[src/rtl/alu_pkg.sv]
// Shared definitions for the ALU arbiter: command codes, datapath widths and FSM states.
// Imported by the interface, the ALU, the round-robin picker and the arbiter top.
package alu_pkg;

  localparam int OP_W  = 8;
  localparam int RES_W = 16;
  localparam int CMD_W = 3;

  localparam logic [CMD_W-1:0] CMD_ADD = 3'b000;
  localparam logic [CMD_W-1:0] CMD_SUB = 3'b001;
  localparam logic [CMD_W-1:0] CMD_AND = 3'b010;
  localparam logic [CMD_W-1:0] CMD_OR  = 3'b011;
  localparam logic [CMD_W-1:0] CMD_NOT = 3'b100;

  typedef enum logic [1:0] {
    ST_IDLE  = 2'd0,
    ST_ISSUE = 2'd1,
    ST_RESP  = 2'd2
  } state_t;

  // Legal commands are CMD_ADD..CMD_NOT; any higher code is reported as an error.
  function automatic logic cmd_legal(input logic [CMD_W-1:0] cmd);
    return cmd <= CMD_NOT;
  endfunction

endpackage

[src/rtl/alu_arbiter_if.sv]
// Bundle of request, ALU-side and response signals around the shared ALU arbiter.
// Request: a transfer happens on a clock edge only when req_valid[i] & req_ready[i];
// response: rsp_* are held stable from rsp_valid rising until the edge with rsp_valid & rsp_ready.
interface alu_arbiter_if #(
  parameter int NUM_REQ = 4,
  parameter int ID_W    = $clog2(NUM_REQ)
) ();
  import alu_pkg::*;

  logic [NUM_REQ-1:0]        req_valid;
  logic [NUM_REQ-1:0]        req_ready;
  logic [OP_W*NUM_REQ-1:0]   req_a;
  logic [OP_W*NUM_REQ-1:0]   req_b;
  logic [CMD_W*NUM_REQ-1:0]  req_cmd;

  logic [OP_W-1:0]           alu_a_out;
  logic [OP_W-1:0]           alu_b_out;
  logic [CMD_W-1:0]          alu_cmd_out;
  logic                      alu_en_out;
  logic [RES_W-1:0]          alu_d_in;

  logic                      rsp_valid;
  logic [ID_W-1:0]           rsp_id;
  logic [RES_W-1:0]          rsp_data;
  logic                      rsp_err;
  logic                      rsp_ready;

  state_t                    dbg_state;

  modport slave (
    input  req_valid, req_a, req_b, req_cmd, alu_d_in, rsp_ready,
    output req_ready, alu_a_out, alu_b_out, alu_cmd_out, alu_en_out,
    output rsp_valid, rsp_id, rsp_data, rsp_err, dbg_state
  );

  modport master (
    output req_valid, req_a, req_b, req_cmd, alu_d_in, rsp_ready,
    input  req_ready, alu_a_out, alu_b_out, alu_cmd_out, alu_en_out,
    input  rsp_valid, rsp_id, rsp_data, rsp_err, dbg_state
  );

endinterface

[src/rtl/rr_arbiter.sv]
// Combinational round-robin picker: first set request at or after ptr_i, wrapping.
module rr_arbiter #(
  parameter int NUM_REQ = 4,
  parameter int ID_W    = $clog2(NUM_REQ)
) (
  input  logic [NUM_REQ-1:0] req_i,
  input  logic [ID_W-1:0]    ptr_i,
  output logic [NUM_REQ-1:0] grant_o,
  output logic [ID_W-1:0]    idx_o,
  output logic               any_o
);

  logic            found;
  logic [ID_W-1:0] j;

  always_comb begin
    grant_o = '0;
    idx_o   = '0;
    found   = 1'b0;
    j       = '0;
    for (int k = 0; k < NUM_REQ; k++) begin
      j = ID_W'((int'(ptr_i) + k) % NUM_REQ);
      if (!found && req_i[j]) begin
        found      = 1'b1;
        grant_o[j] = 1'b1;
        idx_o      = j;
      end
    end
  end

  assign any_o = |req_i;

endmodule

[src/rtl/alu_arbiter.sv]
// Shares one combinational ALU between NUM_REQ requesters: round-robin accept,
// one ISSUE cycle driving the ALU, then a held response until the consumer takes it.
module alu_arbiter
  import alu_pkg::*;
#(
  parameter int NUM_REQ = 4,
  parameter int ID_W    = $clog2(NUM_REQ)
) (
  input  logic          clk,
  input  logic          rst_n,
  alu_arbiter_if.slave  bus
);

  state_t                state_q, state_d;
  logic [ID_W-1:0]       ptr_q, ptr_d;
  logic [OP_W-1:0]       a_q, b_q;
  logic [CMD_W-1:0]      cmd_q;
  logic [ID_W-1:0]       id_q;
  logic [RES_W-1:0]      data_q;
  logic                  err_q;

  logic [NUM_REQ-1:0]    grant;
  logic [ID_W-1:0]       grant_idx;
  logic                  any_req;
  logic [OP_W-1:0]       sel_a, sel_b;
  logic [CMD_W-1:0]      sel_cmd;
  logic                  accept, capture, release_rsp;

  rr_arbiter #(.NUM_REQ(NUM_REQ), .ID_W(ID_W)) u_rr (
    .req_i   (bus.req_valid),
    .ptr_i   (ptr_q),
    .grant_o (grant),
    .idx_o   (grant_idx),
    .any_o   (any_req)
  );

  always_comb begin
    sel_a   = '0;
    sel_b   = '0;
    sel_cmd = '0;
    for (int i = 0; i < NUM_REQ; i++) begin
      if (grant[i]) begin
        sel_a   = bus.req_a[OP_W*i +: OP_W];
        sel_b   = bus.req_b[OP_W*i +: OP_W];
        sel_cmd = bus.req_cmd[CMD_W*i +: CMD_W];
      end
    end
  end

  always_comb begin
    state_d     = state_q;
    accept      = 1'b0;
    capture     = 1'b0;
    release_rsp = 1'b0;
    case (state_q)
      ST_IDLE: begin
        if (any_req) begin
          accept  = 1'b1;
          state_d = ST_ISSUE;
        end
      end
      ST_ISSUE: begin
        capture = 1'b1;
        state_d = ST_RESP;
      end
      ST_RESP: begin
        if (bus.rsp_ready) begin
          release_rsp = 1'b1;
          state_d     = ST_IDLE;
        end
      end
      default: state_d = ST_IDLE;
    endcase
  end

  // Pointer moves past the winner only once its response has been taken.
  always_comb begin
    ptr_d = ptr_q;
    if (release_rsp) begin
      ptr_d = (id_q == ID_W'(NUM_REQ - 1)) ? '0 : id_q + ID_W'(1);
    end
  end

  always_ff @(posedge clk or negedge rst_n) begin
    if (!rst_n) begin
      state_q <= ST_IDLE;
      ptr_q   <= '0;
      a_q     <= '0;
      b_q     <= '0;
      cmd_q   <= '0;
      id_q    <= '0;
      data_q  <= '0;
      err_q   <= 1'b0;
    end else begin
      state_q <= state_d;
      ptr_q   <= ptr_d;
      if (accept) begin
        a_q   <= sel_a;
        b_q   <= sel_b;
        cmd_q <= sel_cmd;
        id_q  <= grant_idx;
      end
      if (capture) begin
        data_q <= cmd_legal(cmd_q) ? bus.alu_d_in : '0;
        err_q  <= !cmd_legal(cmd_q);
      end
    end
  end

  // Gated by rst_n so no accept strobe is visible while reset is held.
  assign bus.req_ready   = (state_q == ST_IDLE && rst_n) ? grant : '0;
  assign bus.alu_a_out   = a_q;
  assign bus.alu_b_out   = b_q;
  assign bus.alu_cmd_out = cmd_q;
  assign bus.alu_en_out  = (state_q == ST_ISSUE) && cmd_legal(cmd_q);
  assign bus.rsp_valid   = (state_q == ST_RESP);
  assign bus.rsp_id      = id_q;
  assign bus.rsp_data    = data_q;
  assign bus.rsp_err     = err_q;
  assign bus.dbg_state   = state_q;

endmodule

[src/flat_wrapper.sv]
// flat-port wrapper written by rule: the top's interface ports become plain ports
module alu_arbiter_flat import alu_pkg::*;
#(
  parameter int NUM_REQ = 4,
  parameter int ID_W    = $clog2(NUM_REQ)
)
  (clk, rst_n, bus_req_valid, bus_req_a, bus_req_b, bus_req_cmd, bus_alu_d_in, bus_rsp_ready, bus_req_ready, bus_alu_a_out, bus_alu_b_out, bus_alu_cmd_out, bus_alu_en_out, bus_rsp_valid, bus_rsp_id, bus_rsp_data, bus_rsp_err, bus_dbg_state);
  alu_arbiter_if #(.NUM_REQ(NUM_REQ), .ID_W(ID_W)) bus_i ();
  input  logic clk;
  input  logic rst_n;
  input wire logic [$bits(bus_i.req_valid)-1:0] bus_req_valid;
  input wire logic [$bits(bus_i.req_a)-1:0] bus_req_a;
  input wire logic [$bits(bus_i.req_b)-1:0] bus_req_b;
  input wire logic [$bits(bus_i.req_cmd)-1:0] bus_req_cmd;
  input wire logic [$bits(bus_i.alu_d_in)-1:0] bus_alu_d_in;
  input wire logic [$bits(bus_i.rsp_ready)-1:0] bus_rsp_ready;
  output wire logic [$bits(bus_i.req_ready)-1:0] bus_req_ready;
  output wire logic [$bits(bus_i.alu_a_out)-1:0] bus_alu_a_out;
  output wire logic [$bits(bus_i.alu_b_out)-1:0] bus_alu_b_out;
  output wire logic [$bits(bus_i.alu_cmd_out)-1:0] bus_alu_cmd_out;
  output wire logic [$bits(bus_i.alu_en_out)-1:0] bus_alu_en_out;
  output wire logic [$bits(bus_i.rsp_valid)-1:0] bus_rsp_valid;
  output wire logic [$bits(bus_i.rsp_id)-1:0] bus_rsp_id;
  output wire logic [$bits(bus_i.rsp_data)-1:0] bus_rsp_data;
  output wire logic [$bits(bus_i.rsp_err)-1:0] bus_rsp_err;
  output wire logic [$bits(bus_i.dbg_state)-1:0] bus_dbg_state;
  assign bus_i.req_valid = bus_req_valid;
  assign bus_i.req_a = bus_req_a;
  assign bus_i.req_b = bus_req_b;
  assign bus_i.req_cmd = bus_req_cmd;
  assign bus_i.alu_d_in = bus_alu_d_in;
  assign bus_i.rsp_ready = bus_rsp_ready;
  assign bus_req_ready = bus_i.req_ready;
  assign bus_alu_a_out = bus_i.alu_a_out;
  assign bus_alu_b_out = bus_i.alu_b_out;
  assign bus_alu_cmd_out = bus_i.alu_cmd_out;
  assign bus_alu_en_out = bus_i.alu_en_out;
  assign bus_rsp_valid = bus_i.rsp_valid;
  assign bus_rsp_id = bus_i.rsp_id;
  assign bus_rsp_data = bus_i.rsp_data;
  assign bus_rsp_err = bus_i.rsp_err;
  assign bus_dbg_state = bus_i.dbg_state;
  alu_arbiter #(.NUM_REQ(NUM_REQ), .ID_W(ID_W)) u_core (.clk(clk), .rst_n(rst_n), .bus(bus_i));
endmodule
[config.mk]
export PLATFORM = sky130hd
export DESIGN_NAME = alu_arbiter_flat
export DESIGN_NICKNAME = d
export VERILOG_FILES = /design/src/rtl/alu_pkg.sv /design/src/rtl/alu_arbiter_if.sv /design/src/rtl/rr_arbiter.sv /design/src/rtl/alu_arbiter.sv /design/src/flat_wrapper.sv
export SDC_FILE = /design/constraint.sdc
export NUM_CORES = 1
export LEC_CHECK = 0
export ABC_AREA = 0
export BUFFER_PORTS_ARGS = -buffer_cell sky130_fd_sc_hd__buf_2
export CAP_MARGIN = 0
export CORE_ASPECT_RATIO = 1.75
export CORE_MARGIN = 1.5
export CORE_UTILIZATION = 40
export DETAILED_ROUTE_END_ITERATION = 8
export GPL_TIMING_DRIVEN = 1
export PLACE_DENSITY = 0.73
export SLEW_MARGIN = 20
export SYNTH_ARGS = -nofsm -noshare
export SYNTH_HDL_FRONTEND = slang
export SYNTH_SLANG_ARGS = --single-unit
export TNS_END_PERCENT = 100
[constraint.sdc]
create_clock -name clk -period 11 [get_ports clk]
set_input_delay 2.75 -clock clk [delete_from_list [all_inputs] [get_ports clk]]
set_output_delay 2.75 -clock clk [all_outputs]
set_load 0.01 [all_outputs]
==> impl_table.tex, run 1 <==
\begin{tabular}{lr}
\hline
Metric & Value \\
\hline
\multicolumn{2}{l}{\textbf{Route}} \\
First-pass iteration count of the detailed router & 7 \\
Number of remaining DRC errors & 0 \\
DRT antenna net count & 0 \\
Final wirelength & about 8.0 mm \\
Vias per cell & 5.58 \\
Number of design-rule violations left by the first detailed-router iteration & just over 200 \\
Via Count & roughly 2,600 \\
Drt wl/cell & $\sim$17 um \\
\multicolumn{2}{l}{\textbf{Critical path}} \\
Worst R2R Setup Slack & just under 7000 ps \\
Startpoint of the most critical register-to-register path & u\_core.ptr\_q[0] \\
Startpoint of the most critical setup path & bus\_req\_valid[3] \\
Reg2reg end & u\_core.bus.alu\_a\_out[0] \\
End point of the critical path & bus\_req\_ready[1] \\
Class of the most critical setup path & in -> out \\
Critical path peak fanout & 20 \\
Setup crit end kind & output pin \\
Count of cells along the worst register-to-register path & 7 \\
Endpoint required time on the critical path & $\sim$8300 ps \\
Crit start category & input port \\
Crit path arrival time & 4990 ps \\
\multicolumn{2}{l}{\textbf{STA}} \\
RSZ-0062 raised after global routing & no \\
Fmax & $\sim$0.13 GHz \\
Final setup TNS & 0 ps \\
Least setup slack across all paths after layout & between 3000 and 4000 ps \\
Hold violation total from the final report & 0 \\
Worst max-slew margin expressed relative to the limit & between 30\% and 40\% \\
Clock Skew & 6.54 ps \\
Minimum hold slack & $\sim$500 ps \\
Number of max-slew violations in the final report & 0 \\
Minimum clock period & slightly below 8000 ps \\
Final Cycle Share & about 70\% \\
Total of endpoints with negative setup slack in the final report & 0 \\
Slew @ Worst Pin & 1040 ps \\
\multicolumn{2}{l}{\textbf{Placed design}} \\
GP Congestion & 0.905 \\
DP Worst Slack & $\sim$3300 ps \\
Total of buffers placed on input and output ports & between 100 and 150 \\
Detailed-placement wirelength estimate & 5.87 mm \\
\multicolumn{2}{l}{\textbf{Global route}} \\
Global routing usage on met3 & about 3.6\% \\
Global-route usage over all layers & between 20 and 25\% \\
Initial antenna violation count & 0 \\
Total gr overflow & 0 \\
Pin count of the biggest net entering global routing & 44 \\
Fraction of met1 tracks used by global routing & roughly a quarter \\
Vias in the first global route & roughly 2,600 \\
Peak-usage layer in the global routing report & met2 \\
Wire length of the first global-routing pass & around 13 mm \\
Met2 routing resource usage after global routing & around two fifths \\
\multicolumn{2}{l}{\textbf{Clock network}} \\
Number of H-tree branching levels & 2 \\
Post-CTS resize count & 0 \\
Post-CTS Setup Inserts & 0 \\
Clock buffer depth & 2 \\
Clock input transition at the sequential cells of the worst setup and hold paths & about 60 ps \\
Clock tree from TritonCTS & built \\
Sink count of the clock tree & between 40 and 50 \\
Clock latency on the worst-skew pair & $\sim$280 ps \\
Clock root buffer master & clkbuf\_16 \\
Clock buffers created by TritonCTS & 5 \\
Post-cts hold buffer count & 0 \\
\multicolumn{2}{l}{\textbf{Synthesis}} \\
Syn Nets & 361 \\
Adder-cell share of the synthesized area & around 3.3\% \\
Simple-gate share of the synthesized area & between 10\% and 20\% \\
Sequential area share after synthesis & about two fifths \\
Number of warnings printed during yosys synthesis & 0 \\
Count of mapped cells out of synthesis & about 260 \\
Distinct cells, synth & 41 \\
Yosys reg bits & 42 \\
Share of the synthesized area in compound gates (AO/OA/AOI/OAI) & 35.9\% \\
Xor/xnor share of the synthesized area & 0\% \\
Main combinational cell family by area after synthesis & compound AO/OA/AOI/OAI gates \\
Mux share of post-synthesis cell area & under 10\% \\
Combined area of all synthesized cells & 0.00267 mm2 \\
Mean instance size in the synthesized netlist & between 10 and 15 um2 \\
\multicolumn{2}{l}{\textbf{Die}} \\
Area enclosed by the die boundary & approximately 0.007 mm2 \\
Initial Util & 41.1\% \\
Die Y-Extent & roughly 110 um \\
Top-Level Pins & between 100 and 150 \\
Placeable core region & 0.00649 mm2 \\
Die X & 64.8 um \\
Standard-cell rows & 39 \\
\multicolumn{2}{l}{\textbf{Pwr}} \\
IR drop worst, VDD & about 0.16 mV \\
Areal power density over the cells & roughly 350 mW/mm2 \\
Power consumption & 0.00125 W \\
Leak & 1.78 nW \\
\multicolumn{2}{l}{\textbf{Layout}} \\
Area growth from synthesis to final layout & 34.1\% \\
Highest-count cells in the layout ignoring fill and taps & buf\_2 (144), dfrtp\_1 (42), nand2\_1 (27) \\
Fillers & around 580 \\
Commonest non-fill, non-tap cell in the layout & buf\_2 \\
Nets & 496 \\
Ratio of cells with drive above 1 in the final layout & between 40\% and 50\% \\
Diodes inserted & 0 \\
\multicolumn{2}{l}{\textbf{Min path}} \\
Worst Hold Class & reg -> reg \\
Number of stages on the worst hold path & 2 \\
\multicolumn{2}{l}{\textbf{Job}} \\
Max\_cap viols & 0 \\
\multicolumn{2}{l}{\textbf{Run status}} \\
Outcome & finished clean \\
\hline
\end{tabular}
## flip-flops by register name, indices dropped and copies added, names as in the netlist
| name | flops |
|---|---|
| u_core.bus.rsp_err | 1 |
| u_core.bus.alu_b_out | 8 |
| u_core.bus.alu_a_out | 8 |
| u_core.bus.rsp_id | 2 |
| u_core.ptr_q | 2 |
| u_core.bus.rsp_data | 16 |
| u_core.bus.alu_cmd_out | 3 |
| u_core.bus.dbg_state | 2 |
## final cells by class
class                   instances  area (um2)  area share [%]
clock buffers                   5         125            3.50
clock inverters                 3        43.8            1.22
inverters                       7        26.3           0.734
multi-input cells             187        1490            41.6
flip-flops and latches         42        1050            29.4
well taps                      82         103            2.87
repair buffers                147         743            20.8
## how the worst min path moves through the flow
stage / from / slack, ps / to
3_3_place_gp: u_core.bus.alu_b_out[7] / 470 / u_core.bus.alu_b_out[7]
6_report: u_core.bus.alu_b_out[7] / 490 / u_core.bus.alu_b_out[7]
2_1_floorplan: u_core.bus.alu_a_out[0] / 530 / u_core.bus.alu_a_out[0]
4_1_cts: u_core.bus.alu_b_out[7] / 500 / u_core.bus.alu_b_out[7]
5_1_grt: u_core.bus.alu_b_out[4] / 520 / u_core.bus.alu_b_out[4]
3_5_place_dp: u_core.bus.alu_b_out[7] / 480 / u_core.bus.alu_b_out[7]
## power breakdown
group | internal, W | switching [W]
Sequential | 0.000231 | 0.0000535
Clock | 0.000107 | 0.0000591
Combinational | 0.000339 | 0.000456
## routing by layer
metal | vias to the layer above | share of wire [%]
li1 | 1256 | -
met1 | 1253 | 39
met2 | 114 | 52
met3 | 16 | 6.1
met4 | 0 | 2.8
met5 | - | 0
## cell families after synthesis
kind of cell               Yosys count
adders and majority gates            7
buffers and inverters               26
and+or+nand+nor                     70
AOI/OAI and AO/OA                  101
DFF                                 42
muxes                                9
## metrics by stage
stage          area [um2]  std cells  utilization, %
4_1_cts              3580        473            55.2
2_1_floorplan        2670        255               -
3_5_place_dp         3410        465            52.6
5_1_grt              3580        473            55.2
6_report             3580        473            55.2
3_3_place_gp         3410        465            52.6
## worst max-delay path: stages
cell and delay [ps]:
buf_2 140, mux4_2 600, o2bb2ai_1 390, a21o_1 760, nor2b_1 200, buf_2 140
## Yosys cell counts
cell type / number / area, um2
mux2i_1: 3 / 30.0
o31ai_2: 10 / 125
a221o_1: 2 / 20.0
a221oi_4: 1 / 26.3
nand2_2: 1 / 6.26
a31oi_1: 1 / 6.26
mux4_2: 3 / 67.6
o21a_1: 4 / 30.0
a21oi_1: 4 / 20.0
buf_6: 1 / 11.3
clkbuf_1: 11 / 41.3
nor2b_1: 4 / 25.0
a22oi_2: 1 / 12.5
and2_1: 1 / 6.26
buf_2: 3 / 15.0
inv_1: 7 / 26.3
o311ai_0: 1 / 8.76
ha_1: 7 / 87.6
and3b_1: 1 / 8.76
o21ai_0: 3 / 15.0
o211ai_2: 1 / 12.5
dfrtp_1: 42 / 1050
buf_8: 1 / 15.0
o32a_1: 1 / 10.0
o2bb2ai_1: 1 / 8.76
a22o_1: 18 / 158
nor2_1: 25 / 93.8
o31ai_1: 10 / 75.1
a22oi_1: 3 / 22.5
a21o_1: 1 / 7.51
a221oi_1: 9 / 78.8
nor3b_1: 1 / 7.51
nor3_1: 2 / 10.0
a2bb2oi_1: 19 / 166
nand2b_1: 7 / 43.8
a221oi_2: 10 / 150
buf_4: 3 / 22.5
nor4_1: 1 / 6.26
mux2_2: 3 / 33.8
o22ai_1: 1 / 6.26
nand2_1: 27 / 101
Power figures use the tool's default switching activity.
==> inputs of run 2 (changes only) <==
--- a/config.mk
+++ b/config.mk
@@ -13,7 +13,7 @@
 export CORE_UTILIZATION = 40
 export DETAILED_ROUTE_END_ITERATION = 8
 export GPL_TIMING_DRIVEN = 1
-export PLACE_DENSITY = 0.73
+export PLACE_DENSITY = 0.76
 export SLEW_MARGIN = 20
 export SYNTH_ARGS = -nofsm -noshare
 export SYNTH_HDL_FRONTEND = slang
==> constraint.sdc (replaced) <==
create_clock -name clk -period 6.72 [get_ports clk]
set_input_delay 1.68 -clock clk [delete_from_list [all_inputs] [get_ports clk]]
set_output_delay 1.68 -clock clk [all_outputs]
set_load 0.01 [all_outputs]
==> run 2 against run 1 <==
  * Utilization fell by 0.077 points
  * Non-clock buffer count rose by 2
  * Critical path depth rose by 2
  * Largest power group unchanged
  * Clock skew barely moved
  * Die area did not move
  * Register-to-register slack got worse by 3900 ps
  * Critical path type unchanged
==> impl_table.tex, run 2 (synthesized netlist as in run 1, its figures left out) <==
\begin{tabular}{lr}
\hline
Metric & Value \\
\hline
\multicolumn{2}{l}{\textbf{Run status}} \\
Outcome & finished clean \\
\multicolumn{2}{l}{\textbf{Route}} \\
Vias per cell & 5.68 (+1.9\%) \\
DRT antenna net count & 0 (unchanged) \\
First-pass iteration count of the detailed router & 4 (-3) \\
Final wirelength & 7.62 mm (-4.4\%) \\
Number of remaining DRC errors & 0 (unchanged) \\
Number of design-rule violations left by the first detailed-router iteration & 188 (-7.4\%) \\
Via Count & 2,700 (+2.3\%) \\
Drt wl/cell & 16.0 um (-4.8\%) \\
\multicolumn{2}{l}{\textbf{Clock network}} \\
Clock input transition at the sequential cells of the worst setup and hold paths & 60 ps (about the same) \\
Post-CTS Setup Inserts & 0 (unchanged) \\
Number of H-tree branching levels & 2 (unchanged) \\
Clock root buffer master & clkbuf\_16 \\
Clock latency on the worst-skew pair & 290 ps (about the same) \\
Clock buffer depth & 2 (unchanged) \\
Post-CTS resize count & 0 (unchanged) \\
Post-cts hold buffer count & 0 (unchanged) \\
Clock tree from TritonCTS & built \\
Clock buffers created by TritonCTS & 5 (unchanged) \\
Sink count of the clock tree & 42 (unchanged) \\
\multicolumn{2}{l}{\textbf{Critical path}} \\
Crit start category & input port \\
Slowest cell on the critical path & mux4\_2 \\
Slowest stage delay, CP & 600 ps (-160 ps) \\
Category of cells accounting for the largest share of critical-path delay & multiplexers \\
Crit path arrival time & 3580 ps (-1410 ps) \\
Critical path peak fanout & 20 (unchanged) \\
Number of buffer and inverter instances along the worst setup path & 3 (+1) \\
Endpoint required time on the critical path & 5040 ps (-3210 ps) \\
Setup crit end kind & output pin \\
Cell breakdown of the critical path & buf\_2, mux4\_2, nor2b\_1, a22o\_1, a21o\_1, buf\_4, nor2b\_1, buf\_2 \\
Class of the most critical setup path & in -> out \\
\multicolumn{2}{l}{\textbf{STA}} \\
Minimum clock period & about 5300 ps \\
Clock Skew & 6.30 ps (-0.239 ps) \\
Number of max-slew violations in the final report & 0 (unchanged) \\
Total of endpoints with negative setup slack in the final report & 0 (unchanged) \\
Slew @ Worst Pin & 985 ps (-54.7 ps) \\
Final Cycle Share & between 70\% and 80\% \\
Minimum hold slack & 500 ps (+6.67 ps) \\
Worst max-slew margin expressed relative to the limit & 34.4\% (+3.6 points) \\
Fmax & roughly 0.19 GHz \\
RSZ-0062 raised after global routing & no \\
Final setup TNS & 0 ps (unchanged) \\
Hold violation total from the final report & 0 (unchanged) \\
\multicolumn{2}{l}{\textbf{Job}} \\
Max\_cap viols & 0 (unchanged) \\
\multicolumn{2}{l}{\textbf{Global route}} \\
Pin count of the biggest net entering global routing & 44 (unchanged) \\
Wire length of the first global-routing pass & 12.3 mm (-3.5\%) \\
Total gr overflow & 0 (unchanged) \\
Global-route usage over all layers & 21.5\% (-0.70 points) \\
Vias in the first global route & 2,677 (+1.1\%) \\
Initial antenna violation count & 0 (unchanged) \\
\multicolumn{2}{l}{\textbf{Pwr}} \\
Areal power density over the cells & 561 mW/mm2 (+61\%) \\
Leak & 1.78 nW (-0.45\%) \\
IR drop worst, VDD & 0.258 mV (+66\%) \\
\multicolumn{2}{l}{\textbf{Placed design}} \\
Detailed-placement wirelength estimate & 5.72 mm (-2.6\%) \\
GP Congestion & 0.892 (-1.5\%) \\
Placed Cells incl. Taps & 467 (+0.43\%) \\
Total of buffers placed on input and output ports & 144 (unchanged) \\
\multicolumn{2}{l}{\textbf{Layout}} \\
Highest-count cells in the layout ignoring fill and taps & buf\_2 (144), dfrtp\_1 (42), nand2\_1 (27) \\
Commonest non-fill, non-tap cell in the layout & buf\_2 \\
Post-layout util & 55.1\% (-0.077 points) \\
Post-Layout Cell Count & 475 (+0.42\%) \\
Largest register FFs & 16 (unchanged) \\
Diodes inserted & 0 (unchanged) \\
Nets & 498 (+0.40\%) \\
Area growth from synthesis to final layout & 33.9\% \\
Ratio of cells with drive above 1 in the final layout & 47.6\% (+0.27 points) \\
\multicolumn{2}{l}{\textbf{Die}} \\
Placeable core region & 0.00649 mm2 (unchanged) \\
Area enclosed by the die boundary & 0.00719 mm2 (unchanged) \\
Standard-cell rows & 39 (unchanged) \\
Die X & 64.8 um (unchanged) \\
Initial Util & 41.1\% (unchanged) \\
Top-Level Pins & 145 (unchanged) \\
Die Y-Extent & 111 um (unchanged) \\
\multicolumn{2}{l}{\textbf{Min path}} \\
Worst Hold Class & reg -> reg \\
\hline
\end{tabular}
run 2: power by group:
part,internal (W),switching (W),leakage [nW]
Combinational,0.000563,0.000732,1.19
Sequential,0.000379,0.0000898,0.524
Clock,0.000139,0.000104,0.0664
run 2: area by class of cell:
type	count	area [um2]
Multi-Input combinational cell	187	1490
Inverter	7	26.3
Clock buffer	5	125
Tap cell	82	103
Fill cell	575	2920
Clock inverter	3	23.8
Sequential cell	42	1050
Timing Repair Buffer	149	758
run 2: path summary, 6_finish.rpt:
path	start	end	slack, ps	cells after the start
worst max-delay path	bus_req_valid[3]	bus_req_ready[1]	1460	8
worst min-delay path	u_core.bus.rsp_data[2]	u_core.bus.rsp_data[2]	500	1
worst max register to register	u_core.ptr_q[0]	u_core.bus.alu_cmd_out[2]	2870	8
worst min register to register	u_core.bus.rsp_data[2]	u_core.bus.rsp_data[2]	500	1
max in group asynchronous	rst_n	u_core.bus.rsp_id[0]	4880	2
min in group asynchronous	rst_n	u_core.bus.rsp_data[4]	1450	2
run 2: per-layer routing:
metal	GRT usage (%)	vias to the layer above	routed length [um]
met5	0	-	0
met4	12.1	0	321
met3	3.35	28	485
met2	37.6	136	3940
met1	24.1	1274	2870
li1	-	1262	-
run 2: stage by stage:
stage          total power, W  setup slack, ps  instance area (um2)
5_1_grt               0.00216             1350                 3570
3_5_place_dp          0.00177             1480                 3430
3_3_place_gp          0.00173             1550                 3430
2_1_floorplan         0.00145             1820                 2670
4_1_cts               0.00202             1480                 3570
6_report              0.00201             1460                 3570
==> inputs of run 3 (changes only) <==
--- a/config.mk
+++ b/config.mk
@@ -13,7 +13,7 @@
 export CORE_UTILIZATION = 40
 export DETAILED_ROUTE_END_ITERATION = 8
 export GPL_TIMING_DRIVEN = 1
-export PLACE_DENSITY = 0.76
+export PLACE_DENSITY = 0.73
 export SLEW_MARGIN = 20
 export SYNTH_ARGS = -nofsm -noshare
 export SYNTH_HDL_FRONTEND = slang
==> constraint.sdc (replaced) <==
create_clock -name clk -period 5.2 [get_ports clk]
set_input_delay 1.3 -clock clk [delete_from_list [all_inputs] [get_ports clk]]
set_output_delay 1.3 -clock clk [all_outputs]
set_load 0.01 [all_outputs]
==> run 3 against run 2 <==
  * Total power is 30% higher
  * Cell count grew 0.42%
  * Utilization increased by 0.14 points
  * Clock power rose by 26%
  * Hold slack worse by 10 ps
  * Critical path type unchanged
  * Highest routed layer unchanged
==> impl_table.tex, run 3 (synthesized netlist as in run 1, its figures left out) <==
\begin{tabular}{lr}
\hline
Metric & Value \\
\hline
\multicolumn{2}{l}{\textbf{Run status}} \\
Outcome & finished clean \\
\multicolumn{2}{l}{\textbf{STA}} \\
Slew @ Worst Pin & 1040 ps (+53.7 ps) \\
Hold violation total from the final report & 0 (unchanged) \\
Clock Skew & 8.24 ps (+1.94 ps) \\
Fmax & 0.224 GHz \\
Worst max-slew margin expressed relative to the limit & 30.8\% (-3.6 points) \\
Least setup slack across all paths after layout & 727 ps (-728 ps) \\
Final Cycle Share & about 86\% \\
Total of endpoints with negative setup slack in the final report & 0 (unchanged) \\
Final setup TNS & 0 ps (unchanged) \\
Minimum clock period & $\sim$4500 ps \\
RSZ-0062 raised after global routing & no \\
Number of max-slew violations in the final report & 0 (unchanged) \\
\multicolumn{2}{l}{\textbf{Clock network}} \\
Number of H-tree branching levels & 2 (unchanged) \\
Clock buffer depth & 2 (unchanged) \\
Clock latency on the worst-skew pair & 280 ps (about the same) \\
Clock root buffer master & clkbuf\_16 \\
Sink count of the clock tree & 42 (unchanged) \\
Clock buffers created by TritonCTS & 5 (unchanged) \\
Post-CTS Setup Inserts & 0 (unchanged) \\
Post-CTS resize count & 0 (unchanged) \\
Post-cts hold buffer count & 0 (unchanged) \\
Clock tree from TritonCTS & built \\
Clock input transition at the sequential cells of the worst setup and hold paths & 60 ps (about the same) \\
\multicolumn{2}{l}{\textbf{Layout}} \\
Nets & 500 (+0.40\%) \\
Area growth from synthesis to final layout & 34.2\% \\
Diodes inserted & 0 (unchanged) \\
Commonest non-fill, non-tap cell in the layout & buf\_2 \\
Ratio of cells with drive above 1 in the final layout & 47.6\% (about the same) \\
Post-Layout Cell Count & 477 (+0.42\%) \\
Fillers & 617 (+7.3\%) \\
Largest register FFs & 16 (unchanged) \\
Highest-count cells in the layout ignoring fill and taps & buf\_2 (144), dfrtp\_1 (42), nand2\_1 (27) \\
\multicolumn{2}{l}{\textbf{Critical path}} \\
Slowest cell on the critical path & mux4\_2 \\
Cell breakdown of the critical path & buf\_2, mux4\_2, o2bb2ai\_1, a21o\_1, buf\_4, nor2b\_1, buf\_2 \\
Setup crit end kind & output pin \\
Endpoint required time on the critical path & 3900 ps (-1140 ps) \\
Slowest stage delay, CP & 600 ps (about the same) \\
Count of cells along the worst register-to-register path & 8 (unchanged) \\
Class of the most critical setup path & in -> out \\
Critical path peak fanout & 20 (unchanged) \\
Crit path arrival time & 3170 ps (-410 ps) \\
Crit start category & input port \\
Cell with the most instances on the worst path & buf\_2 \\
\multicolumn{2}{l}{\textbf{Global route}} \\
Total gr overflow & 0 (unchanged) \\
Initial antenna violation count & 0 (unchanged) \\
Global-route usage over all layers & 22.6\% (+1.1 points) \\
Wire length of the first global-routing pass & 12.9 mm (+4.8\%) \\
Pin count of the biggest net entering global routing & 43 (-2.3\%) \\
Vias in the first global route & 2,638 (-1.5\%) \\
\multicolumn{2}{l}{\textbf{Job}} \\
Max\_cap viols & 0 (unchanged) \\
\multicolumn{2}{l}{\textbf{Route}} \\
Drt wl/cell & 16.8 um (+4.6\%) \\
DRT antenna net count & 0 (unchanged) \\
Number of remaining DRC errors & 0 (unchanged) \\
Vias per cell & 5.50 (-3.2\%) \\
First-pass iteration count of the detailed router & 4 (unchanged) \\
Number of design-rule violations left by the first detailed-router iteration & 168 (-11\%) \\
Via Count & 2,625 (-2.8\%) \\
Final wirelength & 8.00 mm (+5.0\%) \\
\multicolumn{2}{l}{\textbf{Die}} \\
Area enclosed by the die boundary & 0.00719 mm2 (unchanged) \\
Standard-cell rows & 39 (unchanged) \\
Die X & 64.8 um (unchanged) \\
Initial Util & 41.1\% (unchanged) \\
Die Y-Extent & 111 um (unchanged) \\
Placeable core region & 0.00649 mm2 (unchanged) \\
Top-Level Pins & 145 (unchanged) \\
\multicolumn{2}{l}{\textbf{Min path}} \\
Number of stages on the worst hold path & 2 (+1) \\
Worst Hold Class & reg -> reg \\
\multicolumn{2}{l}{\textbf{Placed design}} \\
Detailed-placement wirelength estimate & 6.07 mm (+6.2\%) \\
GP Congestion & 0.882 (-1.1\%) \\
DP Worst Slack & 719 ps (-766 ps) \\
Placed Cells incl. Taps & 469 (+0.43\%) \\
Total of buffers placed on input and output ports & 144 (unchanged) \\
\multicolumn{2}{l}{\textbf{Pwr}} \\
Areal power density over the cells & 730 mW/mm2 (+30\%) \\
IR drop worst, VDD & 0.274 mV (+6.0\%) \\
Leak & 1.79 nW (+0.79\%) \\
\hline
\end{tabular}
run 3: cell count changes in the layout (fill, tap and decap cells not counted), sizes merged:
cell      previous run  this run
clkbuf               5         6
clkinvlp             2         0
buf                149       151
inv                  8         7
clkinv               0         2
run 3: worst max-delay path, delay by kind of cell:
kind            cells  cell delay, ps
mux                 1             600
compound gates      2             540
simple gates        1             170
buf+inv             3             550
run 3: area by class of cell:
| type | count | area [um2] | area share, % |
|---|---|---|---|
| multi-input combinational | 187 | 1490 | 41.5 |
| sequential | 42 | 1050 | 29.3 |
| timing repair buffer | 151 | 773 | 21.6 |
| clock buffer | 6 | 129 | 3.60 |
| tap | 82 | 103 | 2.86 |
| inverter | 7 | 26.3 | 0.733 |
| clock inverter | 2 | 13.8 | 0.384 |
run 3: report_power, final:
group          switching [W]  internal [W]  total (W)
clock network       0.000126      0.000178   0.000304
logic               0.000992      0.000738    0.00173
registers          0.0000944      0.000490   0.000584
total                0.00121       0.00141    0.00262
run 3: path summary, 6_finish.rpt:
check,start,endpoint,slack [ps]
min reg2reg,u_core.bus.alu_b_out[4],u_core.bus.alu_b_out[4],490
max in group asynchronous,rst_n,u_core.bus.rsp_data[14],3740
min in group asynchronous,rst_n,u_core.bus.alu_cmd_out[1],1110
min,u_core.bus.alu_b_out[4],u_core.bus.alu_b_out[4],490
max,bus_req_valid[3],bus_req_ready[1],730
max reg2reg,u_core.ptr_q[1],u_core.bus.alu_b_out[0],1540
run 3: layer usage:
metal	part of all wire (%)	track usage (%)	routed length (um)
met1	38	25.5	3040
met2	54	41.9	4340
met5	0	0	0
met3	5.2	3.25	417
met4	2.5	7.38	202
run 3: per-stage QoR:
stage | utilization (%) | power [W] | hold WS [ps] | cell area (um2)
floorplan | - | 0.00187 | 528 | 2670
global placement | 53.0 | 0.00228 | 469 | 3440
detailed placement | 53.0 | 0.00233 | 481 | 3440
CTS | 55.2 | 0.00264 | 495 | 3580
global route | 55.2 | 0.00282 | 512 | 3580
finish | 55.2 | 0.00262 | 490 | 3580
